`config.mk`:
```
export PLATFORM = sky130hd
export DESIGN_NAME = perceptron_feeder
export DESIGN_NICKNAME = d
export VERILOG_FILES = /design/src/rtl/perceptron_feeder.sv
export SDC_FILE = /design/constraint.sdc
export NUM_CORES = 1
export LEC_CHECK = 0
export ABC_AREA = 1
export CAP_MARGIN = 15
export CORE_MARGIN = 5
export CORE_UTILIZATION = 47
export CTS_CLUSTER_DIAMETER = 40
export DETAILED_ROUTE_END_ITERATION = 7
export GPL_TIMING_DRIVEN = 0
export HOLD_SLACK_MARGIN = 0.1
export PLACE_DENSITY = 0.79
export REMOVE_ABC_BUFFERS = 1
export SYNTH_ARGS = -nofsm -noshare
export SYNTH_HDL_FRONTEND = slang
export SYNTH_SLANG_ARGS = --single-unit
export TNS_END_PERCENT = 20
```
`constraint.sdc`:
```
create_clock -name clk -period 1.8 [get_ports clk]
set_clock_uncertainty 0.05 [all_clocks]
set_input_delay 0.36 -clock clk [delete_from_list [all_inputs] [get_ports clk]]
set_output_delay 0.36 -clock clk [all_outputs]
set_load 0.1 [all_outputs]
```
`src/rtl/perceptron_feeder.sv`:
```
// Parses the input byte stream into weight/bias/feature commands and feeds features to the perceptron.
// A feature is visible one edge after its push; in FEAT, in_ready drops while the feature FIFO is full.
module perceptron_feeder #(
    parameter int N_WEIGHTS  = 7,
    parameter int W          = 8,
    parameter int FIFO_DEPTH = 2
) (
    input  logic                   clk,
    input  logic                   rst_n,
    input  logic [W-1:0]           in_data,
    input  logic                   in_valid,
    output logic                   in_ready,
    output logic [W-1:0]           feat_data,
    output logic                   feat_valid,
    input  logic                   feat_ready,
    output logic [N_WEIGHTS*W-1:0] weights_flat,
    output logic [W-1:0]           bias,
    output logic                   cfg_busy,
    output logic [3:0]             cfg_epoch,
    output logic                   err
);
    localparam int AW = $clog2(FIFO_DEPTH);
    localparam int IW = (N_WEIGHTS > 1) ? $clog2(N_WEIGHTS) : 1;

    typedef enum logic [1:0] {IDLE, WLOAD, BLOAD, FEAT} state_t;

    state_t        state, state_nxt;
    logic [IW-1:0] idx;
    logic [W-1:0]  shadow [N_WEIGHTS];
    logic [W-1:0]  mem [FIFO_DEPTH];
    logic [AW:0]   wptr, rptr;

    logic          accept, fifo_full, push, pop;
    logic          flush, hdr_bad, commit, bias_wr, wl_start;
    logic [1:0]    op;
    logic [W-3:0]  arg;

    assign op         = in_data[W-1 -: 2];
    assign arg        = in_data[W-3:0];
    assign fifo_full  = (wptr[AW] != rptr[AW]) && (wptr[AW-1:0] == rptr[AW-1:0]);
    assign feat_valid = (wptr != rptr);
    assign feat_data  = mem[rptr[AW-1:0]];
    assign in_ready   = (state == FEAT) ? !fifo_full : 1'b1;
    assign accept     = in_valid && in_ready;
    assign pop        = feat_valid && feat_ready;
    assign cfg_busy   = (state == WLOAD);

    always_comb begin
        state_nxt = state;
        flush     = 1'b0;
        hdr_bad   = 1'b0;
        commit    = 1'b0;
        bias_wr   = 1'b0;
        push      = 1'b0;
        wl_start  = 1'b0;
        case (state)
            IDLE: begin
                if (accept) begin
                    case (op)
                        2'b00: begin
                            if (arg == (W-2)'(N_WEIGHTS)) begin
                                state_nxt = WLOAD;
                                wl_start  = 1'b1;
                            end else begin
                                hdr_bad = 1'b1;
                            end
                        end
                        2'b01:   state_nxt = BLOAD;
                        2'b10:   state_nxt = FEAT;
                        default: flush = 1'b1;
                    endcase
                end
            end
            WLOAD: begin
                if (accept && idx == IW'(N_WEIGHTS-1)) begin
                    commit    = 1'b1;
                    state_nxt = IDLE;
                end
            end
            BLOAD: begin
                if (accept) begin
                    bias_wr   = 1'b1;
                    state_nxt = IDLE;
                end
            end
            FEAT: begin
                if (accept) begin
                    push      = 1'b1;
                    state_nxt = IDLE;
                end
            end
            default: state_nxt = IDLE;
        endcase
    end

    always_ff @(posedge clk) begin
        if (!rst_n) begin
            state     <= IDLE;
            idx       <= '0;
            bias      <= '0;
            cfg_epoch <= 4'd0;
            err       <= 1'b0;
            wptr      <= '0;
            rptr      <= '0;
            for (int i = 0; i < N_WEIGHTS; i++)
                weights_flat[i*W +: W] <= {1'b1, {(W-1){1'b0}}};
        end else begin
            state <= state_nxt;
            if (wl_start)
                idx <= '0;
            else if (state == WLOAD && accept)
                idx <= idx + IW'(1);
            // Last byte bypasses the shadow so the whole frame lands on one edge.
            if (commit) begin
                for (int i = 0; i < N_WEIGHTS; i++)
                    weights_flat[i*W +: W] <= (IW'(i) == idx) ? in_data : shadow[i];
            end
            if (bias_wr)
                bias <= in_data;
            if (commit || bias_wr)
                cfg_epoch <= cfg_epoch + 4'd1;
            if (hdr_bad)
                err <= 1'b1;
            else if (flush)
                err <= 1'b0;
            if (flush)
                rptr <= wptr;
            else if (pop)
                rptr <= rptr + (AW+1)'(1);
            if (push)
                wptr <= wptr + (AW+1)'(1);
        end
    end

    always_ff @(posedge clk) begin
        if (state == WLOAD && accept)
            shadow[idx] <= in_data;
        if (push)
            mem[wptr[AW-1:0]] <= in_data;
    end
endmodule

```
==> results.cfg, run 1 <==
[final_layout]
insertedDiodeCount = 0
finished_core_util_pct = 62.4
post_route_cells_drive_above_1_share_pct = 27.2
nets = 604
layout.cells.most_common_list = sky130_fd_sc_hd__nor2_1 (111), sky130_fd_sc_hd__dfxtp_1 (72), sky130_fd_sc_hd__buf_2 (67)
instances_no_fill = 739
mostFrequentLayoutCell = sky130_fd_sc_hd__nor2_1
area_added_between_synthesis_and_finish_pct = 30.7

[synth]
yosysUniqueCellTypes = 29
synthesis.instances = 493
avgSynthCellArea_um2 = 10.4
ys_ff_latch = 143
synthesis.area_um2 = 5150
yosysTopAreaCellShare_pct = 37.3
post-synth-top-area-cell = sky130_fd_sc_hd__edfxtp_1
synth.yosys.seq_area_share_pct = 68.0
yosys_warnings = 0
netlist_top_cells_area = sky130_fd_sc_hd__edfxtp_1 (37%), sky130_fd_sc_hd__dfxtp_1 (31%), sky130_fd_sc_hd__nor2_1 (8.6%), sky130_fd_sc_hd__nand2_1 (4.7%), sky130_fd_sc_hd__o21ai_0 (4.6%)

[timing]
setup-violations-final = 8
finalCriticalPeriod_ns = 1.89
whs_ns = 0.235
slew_violations = 0
post-route-worst-setup-slack_ns = -0.0863
highest_clock_rate_mhz = 530
tightest_slew_ns = 0.654
max-slew-margin-rel_pct = 56.4
rsz0062_at_grt = yes
period_share_pct = 105
finalHoldViolCount = 0

[worst_setup_path]
critical_path.cell_chain = mux2_4, buf_12
timing_worst_setup_path_type = register to output pin
slowest_stage = sky130_fd_sc_hd__dfxtp_4
worst_path_dominant_cell_family = flip-flops
number_of_buffer_and_inverter_stages_on_the_critical_path = 1
worstPathArrival_ns = 1.48
crit_path_max_incr_delay_ns = 0.43
setup.worst_path.end_class = output pin
cp_data_required_time_ns = 1.39
worstSetupStartpointType = register
worstPathMaxFanout = 8

[die]
fp.dieArea_um2 = 13100
floorplan_die_width_um = 115
fp-row-count = 38
die_h_um = 115
io_pins = 92
start_util_pct = 47.7
core_um2 = 10800

[route]
met2WireLength_um = 5950
route.vias.total = 3739
first_pass_iters = 5
drt_drc_violations_left = 0
drt_iter0_drc = 225
final_antenna_net_count = 0
postRouteWirelength_um = 11800
detail_route.wl_per_cell_um = 16.0
wirelength_met1_um = 4910
viasPerCell = 5.06
met3RoutedLength_um = 737
dr.max_layer_used = met4

[clock_tree]
clk_path_buf_depth = 2
cts.root.buffer_cell = sky130_fd_sc_hd__clkbuf_8
clkSlewWorstSetupHoldPaths_ns = 0.06
clock_tree.htree_level_count = 4
tritoncts_num_sinks = 143
clock_latency_ns = 0.51
number_of_clock_buffers_inserted_by_tritoncts = 17
cts_tree = built
ctsHoldBuffers = 0

[placed_design]
gp_congestion = 0.776
detailed_place_hpwl_um = 7300
post-place-cells = 703
numPortBuffers = 91

[pwr]
static-leakage-power_nw = 2.79
power.sequential.fraction_pct = 45.1
worst_ir_drop_vdd_mv = 0.545
sw_frac_of_total_pct = 24.5
internal_power_mw = 5.82
power_frac_comb_pct = 9.7
power.density_cell_area_nw_per_um2 = 1150
pwr-share-clk_pct = 45.2
netSwitchingPower_mw = 1.89

[grt]
grt_antenna_before_repair = 0
vias_in_the_first_global_route = 3648
gr-usage-all-layers_pct = 18.5
grt_max_degree = 59
grt_pass1_wl_um = 18600
grt.overflow.total = 0

[worst_hold_path]
hp-class = input port to register

[status]
run_status = finished, violations left
failed_checks = setup timing

[run]
drv_cap = 0
-- per-layer routing --
metal	GRT usage [%]	up-vias
met5	0	-
met2	31.4	128
met1	21.9	1760
met3	6.03	20
met4	7.13	0
li1	-	1831
-- cells by family after synthesis --
family | after synthesis | share of synthesized area (%)
and+or+nand+nor | 209 | 16.4
DFF | 143 | 68.0
AOI/OAI and AO/OA | 80 | 7.87
buffers and inverters | 46 | 4.30
muxes | 8 | 1.75
adders and majority gates | 6 | 1.46
xor gates and xnor gates | 1 | 0.170
-- synth_stat cells --
cell	number
sky130_fd_sc_hd__nand3_2	1
sky130_fd_sc_hd__nand2_1	64
sky130_fd_sc_hd__ha_1	6
sky130_fd_sc_hd__inv_1	22
sky130_fd_sc_hd__buf_6	5
sky130_fd_sc_hd__nor3_1	1
sky130_fd_sc_hd__clkbuf_1	10
sky130_fd_sc_hd__nor3_2	1
sky130_fd_sc_hd__edfxtp_1	64
sky130_fd_sc_hd__nor2_1	118
sky130_fd_sc_hd__buf_4	1
sky130_fd_sc_hd__nand3_1	16
sky130_fd_sc_hd__nand3b_1	1
sky130_fd_sc_hd__xor2_1	1
sky130_fd_sc_hd__o21ai_0	47
sky130_fd_sc_hd__a21oi_1	20
sky130_fd_sc_hd__inv_2	2
sky130_fd_sc_hd__o21ai_1	11
sky130_fd_sc_hd__mux2_2	8
sky130_fd_sc_hd__o21a_1	1
sky130_fd_sc_hd__nand2_2	1
sky130_fd_sc_hd__dfxtp_1	79
sky130_fd_sc_hd__buf_2	6
sky130_fd_sc_hd__and3_1	1
sky130_fd_sc_hd__or2_2	1
sky130_fd_sc_hd__and2_1	1
sky130_fd_sc_hd__o211ai_1	1
sky130_fd_sc_hd__nor2_4	1
sky130_fd_sc_hd__nand4_1	2
-- final cells by class --
class	instances	area [um^2]
Inverter	24	106
Clock inverter	10	95.1
Timing Repair Buffer	95	738
Tap cell	140	175
Sequential cell	143	3520
Multi-Input combinational cell	305	1580
Clock buffer	22	517
Fill cell	889	4060
-- worst paths after layout --
| path | start | to | slack, ns | depth (start not counted) |
|---|---|---|---|---|
| min reg2reg | shadow[4][7] | weights_flat[39] | 0.39 | 2 |
| max | register | feat_data[6] | -0.09 | 2 |
| min | in_data[6] | shadow[2][6] | 0.24 | 1 |
| max reg2reg | rptr[1] | mem[1][4] | 0.10 | 7 |
-- flip-flops by register name, summed over array words and instances, names as in the netlist, named ones only --
signal,cells
state,2
shadow,48
bias,8
mem,16
idx,3
err,1
wptr,2
cfg_epoch,4
weights_flat,56
rptr,2
-- power groups by stage --
| stage | Clock [mW] | Sequential [mW] | Combinational (mW) |
|---|---|---|---|
| after CTS | 3.52 | 3.47 | 0.699 |
| final | 3.48 | 3.48 | 0.745 |
| after global routing | 3.69 | 3.49 | 0.792 |
| after global placement | 0 | 3.54 | 0.631 |
| after floorplan | 0 | 3.64 | 0.345 |
| after detailed placement | 0 | 3.54 | 0.650 |
-- worst register-to-register path, cell delays in order, from the launching register on --
cell                      delay, ns
sky130_fd_sc_hd__dfxtp_2       0.38
sky130_fd_sc_hd__inv_2         0.06
sky130_fd_sc_hd__nand2_2       0.09
sky130_fd_sc_hd__nand2_2       0.08
sky130_fd_sc_hd__nand3_4       0.08
sky130_fd_sc_hd__and2_1        0.24
sky130_fd_sc_hd__nand3_1       0.12
sky130_fd_sc_hd__inv_1         0.28
-- through the flow --
step	total power, mW	setup TNS [ns]	area, um^2	setup slack, ns
floorplan	3.98	-15.47	5020	-0.332
global placement	4.17	-139.06	6100	-1.54
detailed placement	4.19	-124.71	6130	-1.54
CTS	7.70	-2.81	6570	-0.136
global route	7.97	-1.14	6730	-0.144
finish	7.71	-0.561	6730	-0.0863
-- timing repair --
| action | in CTS | in global routing |
|---|---|---|
| gates resized for setup | 471 | 45 |
| buffers inserted | 3 | 0 |
| cloned | 0 | 1 |
| endpoints found under the setup margin | 198 | 122 |
| pin swaps | 2 | 3 |
No activity file was read; power rests on OpenSTA's default activity.
==> inputs of run 2 (changes only) <==
- CORE_MARGIN: 5 -> default
==> run 2 against run 1 <==
Net effect: the flow still finishes with violations (setup timing); die area fell by 13%; critical endpoint is now feat_data[7]; global-route usage rose by 3.6 points; register-to-register slack barely moved; highest routed layer unchanged.
==> results.cfg, run 2 (same netlist as run 1, synthesis figures left out) <==
[grt]
grt_pass1_wl_um = 18800
grt.overflow.total = 0
grt_max_degree = 66
grt_antenna_before_repair = 0
vias_in_the_first_global_route = 3703
gr-usage-all-layers_pct = 22.1

[die]
die_h_um = 107
start_util_pct = 49.2
core_um2 = 10500
fp-row-count = 37
floorplan_die_width_um = 107
io_pins = 92
fp.dieArea_um2 = 11400

[run]
drv_cap = 0

[timing]
finalCriticalPeriod_ns = 1.89
rsz0062_at_grt = yes
highest_clock_rate_mhz = 529
tightest_slew_ns = 1.00
period_share_pct = 105
finalHoldViolCount = 0
setup-violations-final = 10
post-route-worst-setup-slack_ns = -0.0920
max-slew-margin-rel_pct = 33.1
slew_violations = 0

[worst_setup_path]
crit_end = feat_data[7]
cp_data_required_time_ns = 1.39
timing.reg2reg.setup_slack_ns = 0.10
worstPathMaxFanout = 8
worstPathArrival_ns = 1.48
timing_worst_setup_path_type = register to output pin
setup.worst_path.end_class = output pin
r2r_end = weights_flat[50]
worstSetupStartpointType = register
timing.reg2reg.worst_path_depth = 9
worstReg2RegStart = state[1]

[placed_design]
detailed_place_hpwl_um = 6920
post-place-cells = 698
dpl-instance-area_um2 = 6090
gp_congestion = 0.809
numPortBuffers = 91

[route]
drt_drc_violations_left = 0
drt_iter0_drc = 232
viasPerCell = 5.27
postRouteWirelength_um = 12400
first_pass_iters = 4
detail_route.wl_per_cell_um = 16.8
final_antenna_net_count = 0
route.vias.total = 3902

[pwr]
netSwitchingPower_mw = 1.83
worst_ir_drop_vdd_mv = 0.630
power_frac_comb_pct = 9.6
internal_power_mw = 5.89
sw_frac_of_total_pct = 23.7
power.sequential.fraction_pct = 45.1
pwr-share-clk_pct = 45.3
static-leakage-power_nw = 2.76
power.density_cell_area_nw_per_um2 = 1160

[final_layout]
insertedDiodeCount = 0
mostFrequentLayoutCell = sky130_fd_sc_hd__nor2_1
nets = 609
area_added_between_synthesis_and_finish_pct = 29.9
finished_core_util_pct = 63.9
instances_no_fill = 740
finish.instance_area_um2 = 6690
largest_register_ff_count = 56
fillers = 820
post_route_cells_drive_above_1_share_pct = 26.3
top_register = weights_flat
layout.cells.most_common_list = sky130_fd_sc_hd__nor2_1 (111), sky130_fd_sc_hd__dfxtp_1 (71), sky130_fd_sc_hd__buf_2 (67)

[clock_tree]
ctsHoldBuffers = 0
clk_path_buf_depth = 2
clock_latency_ns = 0.52
number_of_clock_buffers_inserted_by_tritoncts = 17
cts_tree = built
cts.root.buffer_cell = sky130_fd_sc_hd__clkbuf_8
clkSlewWorstSetupHoldPaths_ns = 0.06
tritoncts_num_sinks = 143
clock_tree.htree_level_count = 4

[worst_hold_path]
hp-class = input port to register

[status]
run_status = finished, violations left
failed_checks = setup timing
## run 2: changes by cell type in the layout (fill, tap and decap cells not counted), sizes merged
cell / before / now
nand2: 66 / 67
clkdlybuf4s50: 2 / 6
clkdlybuf4s15: 1 / 0
bufinv: 1 / 4
clkbuf: 25 / 22
dlygate4sd2: 0 / 3
buf: 83 / 85
clkinvlp: 1 / 2
inv: 26 / 25
clkinv: 6 / 7
dlymetal6s2s: 6 / 1
## run 2: timing repair
| action | in CTS | in global routing |
|---|---|---|
| setup buffers | 4 | 3 |
| setup endpoints to repair | 174 | 109 |
| cloned | 1 | 2 |
| resized for setup | 468 | 33 |
| pin swaps | 3 | 2 |
## run 2: worst min-delay path by stage
| stage | startpoint | end | slack, ns | cells past startpoint |
|---|---|---|---|---|
| after detailed placement | shadow[0][7] | weights_flat[7] | 0.38 | 2 |
| after floorplan | shadow[1][7] | weights_flat[15] | 0.37 | 2 |
| after global routing | in_data[7] | shadow[2][7] | 0.26 | 1 |
| after global placement | shadow[3][7] | weights_flat[31] | 0.38 | 2 |
| final | in_data[7] | shadow[2][7] | 0.28 | 1 |
| after CTS | shadow[4][7] | weights_flat[39] | 0.39 | 2 |
## run 2: worst max-delay path, stage by stage (launching register included)
cell	delay [ns]
sky130_fd_sc_hd__dfxtp_4	0.44
sky130_fd_sc_hd__mux2_4	0.35
sky130_fd_sc_hd__buf_12	0.17
## run 2: area by class of cell
type | instances | area [um^2] | area share [%]
well taps | 136 | 170 | 2.54
flip-flops and latches | 143 | 3520 | 52.7
repair buffers | 98 | 742 | 11.1
clock inverters | 13 | 170 | 2.54
multi-input cells | 306 | 1540 | 23.1
inverters | 24 | 109 | 1.63
repair inverters | 1 | 8.76 | 0.131
clock buffers | 19 | 422 | 6.30
## run 2: stage by stage
stage | worst slack, ns | hold slack [ns] | power, mW | setup TNS [ns]
3_5_place_dp | -1.63 | 0.379 | 4.18 | -124.88
3_3_place_gp | -1.48 | 0.376 | 4.17 | -129.20
4_1_cts | -0.136 | 0.392 | 7.69 | -0.908
2_1_floorplan | -0.332 | 0.372 | 3.98 | -15.47
6_report | -0.0920 | 0.280 | 7.73 | -0.626
5_1_grt | -0.137 | 0.260 | 7.97 | -1.19
## run 2: metal layers
layer | part of all wire, % | GRT usage (%)
met5 | 0 | 0
met4 | 1.9 | 9.30
met3 | 7.1 | 6.02
met2 | 50 | 36.5
met1 | 41 | 27.3
## run 2: power groups by stage
stage / logic [mW] / registers (mW) / clock network, mW
after floorplan: 0.345 / 3.64 / 0
after global placement: 0.628 / 3.54 / 0
after detailed placement: 0.638 / 3.54 / 0
after CTS: 0.685 / 3.48 / 3.53
after global routing: 0.784 / 3.49 / 3.70
final: 0.744 / 3.48 / 3.50
==> inputs of run 3 (changes only) <==
- CORE_MARGIN: default -> 4
- TNS_END_PERCENT: 20 -> 10
==> run 3 against run 2 <==
Net effect: the run still ends with setup timing left; clock-buffer cell count up 5; core utilization down 0.52 points; first-iteration DRC count up 19%; die area up 12%; critical path type unchanged; critical endpoint is now feat_data[6].
==> results.cfg, run 3 (same netlist as run 1, synthesis figures left out) <==
[route]
first_pass_iters = 5
detail_route.wl_per_cell_um = 16.0
postRouteWirelength_um = 11700
drt_iter0_drc = 275
route.vias.total = 3745
drt_drc_violations_left = 0
final_antenna_net_count = 0
viasPerCell = 5.11

[worst_setup_path]
timing.reg2reg.worst_path_depth = 8
worstReg2RegStart = idx[0]
worstSetupStartpointType = register
r2r_end = cfg_epoch[2]
timing_worst_setup_path_type = register to output pin
cp_data_required_time_ns = 1.39
timing.reg2reg.setup_slack_ns = 0.02
setup.worst_path.end_class = output pin
worstPathArrival_ns = 1.48
worstPathMaxFanout = 8

[final_layout]
largest_register_ff_count = 56
finished_core_util_pct = 63.4
insertedDiodeCount = 0
area_added_between_synthesis_and_finish_pct = 29.4
multiInputGateArea_um2 = 1520
post_route_cells_drive_above_1_share_pct = 25.6
nets = 602
top_register = weights_flat
layout.cells.most_common_list = sky130_fd_sc_hd__nor2_1 (111), sky130_fd_sc_hd__dfxtp_1 (72), sky130_fd_sc_hd__buf_2 (67)
fillers = 880
final-seq-area_um2 = 3520
mostFrequentLayoutCell = sky130_fd_sc_hd__nor2_1

[clock_tree]
clock_latency_ns = 0.51
cts_tree = built
cts.root.buffer_cell = sky130_fd_sc_hd__clkbuf_8
tritoncts_num_sinks = 143
number_of_clock_buffers_inserted_by_tritoncts = 17
clk_path_buf_depth = 2
clkSlewWorstSetupHoldPaths_ns = 0.06
clock_tree.htree_level_count = 4

[timing]
tightest_slew_ns = 0.642
post-route-worst-setup-slack_ns = -0.0873
whs_ns = 0.286
setup-violations-final = 9
slew_violations = 0
highest_clock_rate_mhz = 530
finalHoldViolCount = 0
setup_tns_ns = -0.633
finalCriticalPeriod_ns = 1.89
max-slew-margin-rel_pct = 57.2
period_share_pct = 105
rsz0062_at_grt = yes

[placed_design]
numPortBuffers = 91
gp_congestion = 0.786
detailed_place_hpwl_um = 7180
detailedPlace.worstSlack_ns = -1.50

[die]
die_h_um = 113
io_pins = 92
core_um2 = 10500
fp.dieArea_um2 = 12700
start_util_pct = 49.0
floorplan_die_width_um = 113
fp-row-count = 37

[grt]
vias_in_the_first_global_route = 3734
gr-usage-all-layers_pct = 19.2
grt_antenna_before_repair = 0
grt_max_degree = 59
grt_pass1_wl_um = 19000
grt.overflow.total = 0

[pwr]
static-leakage-power_nw = 2.75
power.density_cell_area_nw_per_um2 = 1170
report.power.total_mw = 7.77
worst_ir_drop_vdd_mv = 0.557

[status]
failed_checks = setup timing
run_status = finished, violations left

[worst_hold_path]
hp-class = input port to register
hold_path_end = weights_flat[15]
hold_start = rst_n
hold_depth = 2

[run]
drv_cap = 0
run 3: through the flow:
stage               cell area, um^2  cells
finish                         6660    733
global route                   6660    733
floorplan                      5020    471
detailed placement             6120    699
CTS                            6640    733
global placement               6100    698
run 3: what timing repair did:
action | in CTS | in global routing
setup buffers | 2 | 0
gates resized for setup | 490 | 11
setup endpoints to repair | 166 | 120
pin swaps | 2 | 2
endpoints found under the hold margin | 0 | 0
hold buffers | 0 | 0
run 3: final cells by class:
class	instances	area share, %
Clock inverter	8	1.43
Multi-Input combinational cell	304	22.9
Timing Repair Buffer	94	10.9
Clock buffer	24	7.89
Tap cell	136	2.55
Sequential cell	143	52.8
Inverter	24	1.54
run 3: routing by layer:
layer	vias to the layer above	track usage, %	part of all wire, %
li1	1825	-	-
met1	1775	21.2	41
met2	129	33.9	51
met3	16	5.77	6.8
met4	0	8.81	1.5
met5	-	0	0
run 3: power breakdown:
group / internal, mW / total, mW / leakage, nW / switching, mW
clock network: 2.30 / 3.56 / 0.303 / 1.26
logic: 0.213 / 0.727 / 1.23 / 0.513
registers: 3.44 / 3.48 / 1.22 / 0.0448
run 3: worst max-delay path, stage by stage, from the launching register on:
cell and delay [ns]:
sky130_fd_sc_hd__dfxtp_4 0.44, sky130_fd_sc_hd__mux2_4 0.34, sky130_fd_sc_hd__buf_12 0.17
run 3: how the worst max path moves through the flow:
stage | depth (start not counted) | startpoint | slack [ns] | end
after detailed placement | 7 | in_valid | -1.50 | weights_flat[50]
final | 2 | register | -0.09 | feat_data[6]
after floorplan | 7 | wptr[0] | -0.33 | mem[0][0]
after CTS | 2 | register | -0.11 | feat_data[6]
after global routing | 8 | idx[0] | -0.17 | cfg_epoch[2]
after global placement | 4 | rst_n | -1.51 | cfg_epoch[0]
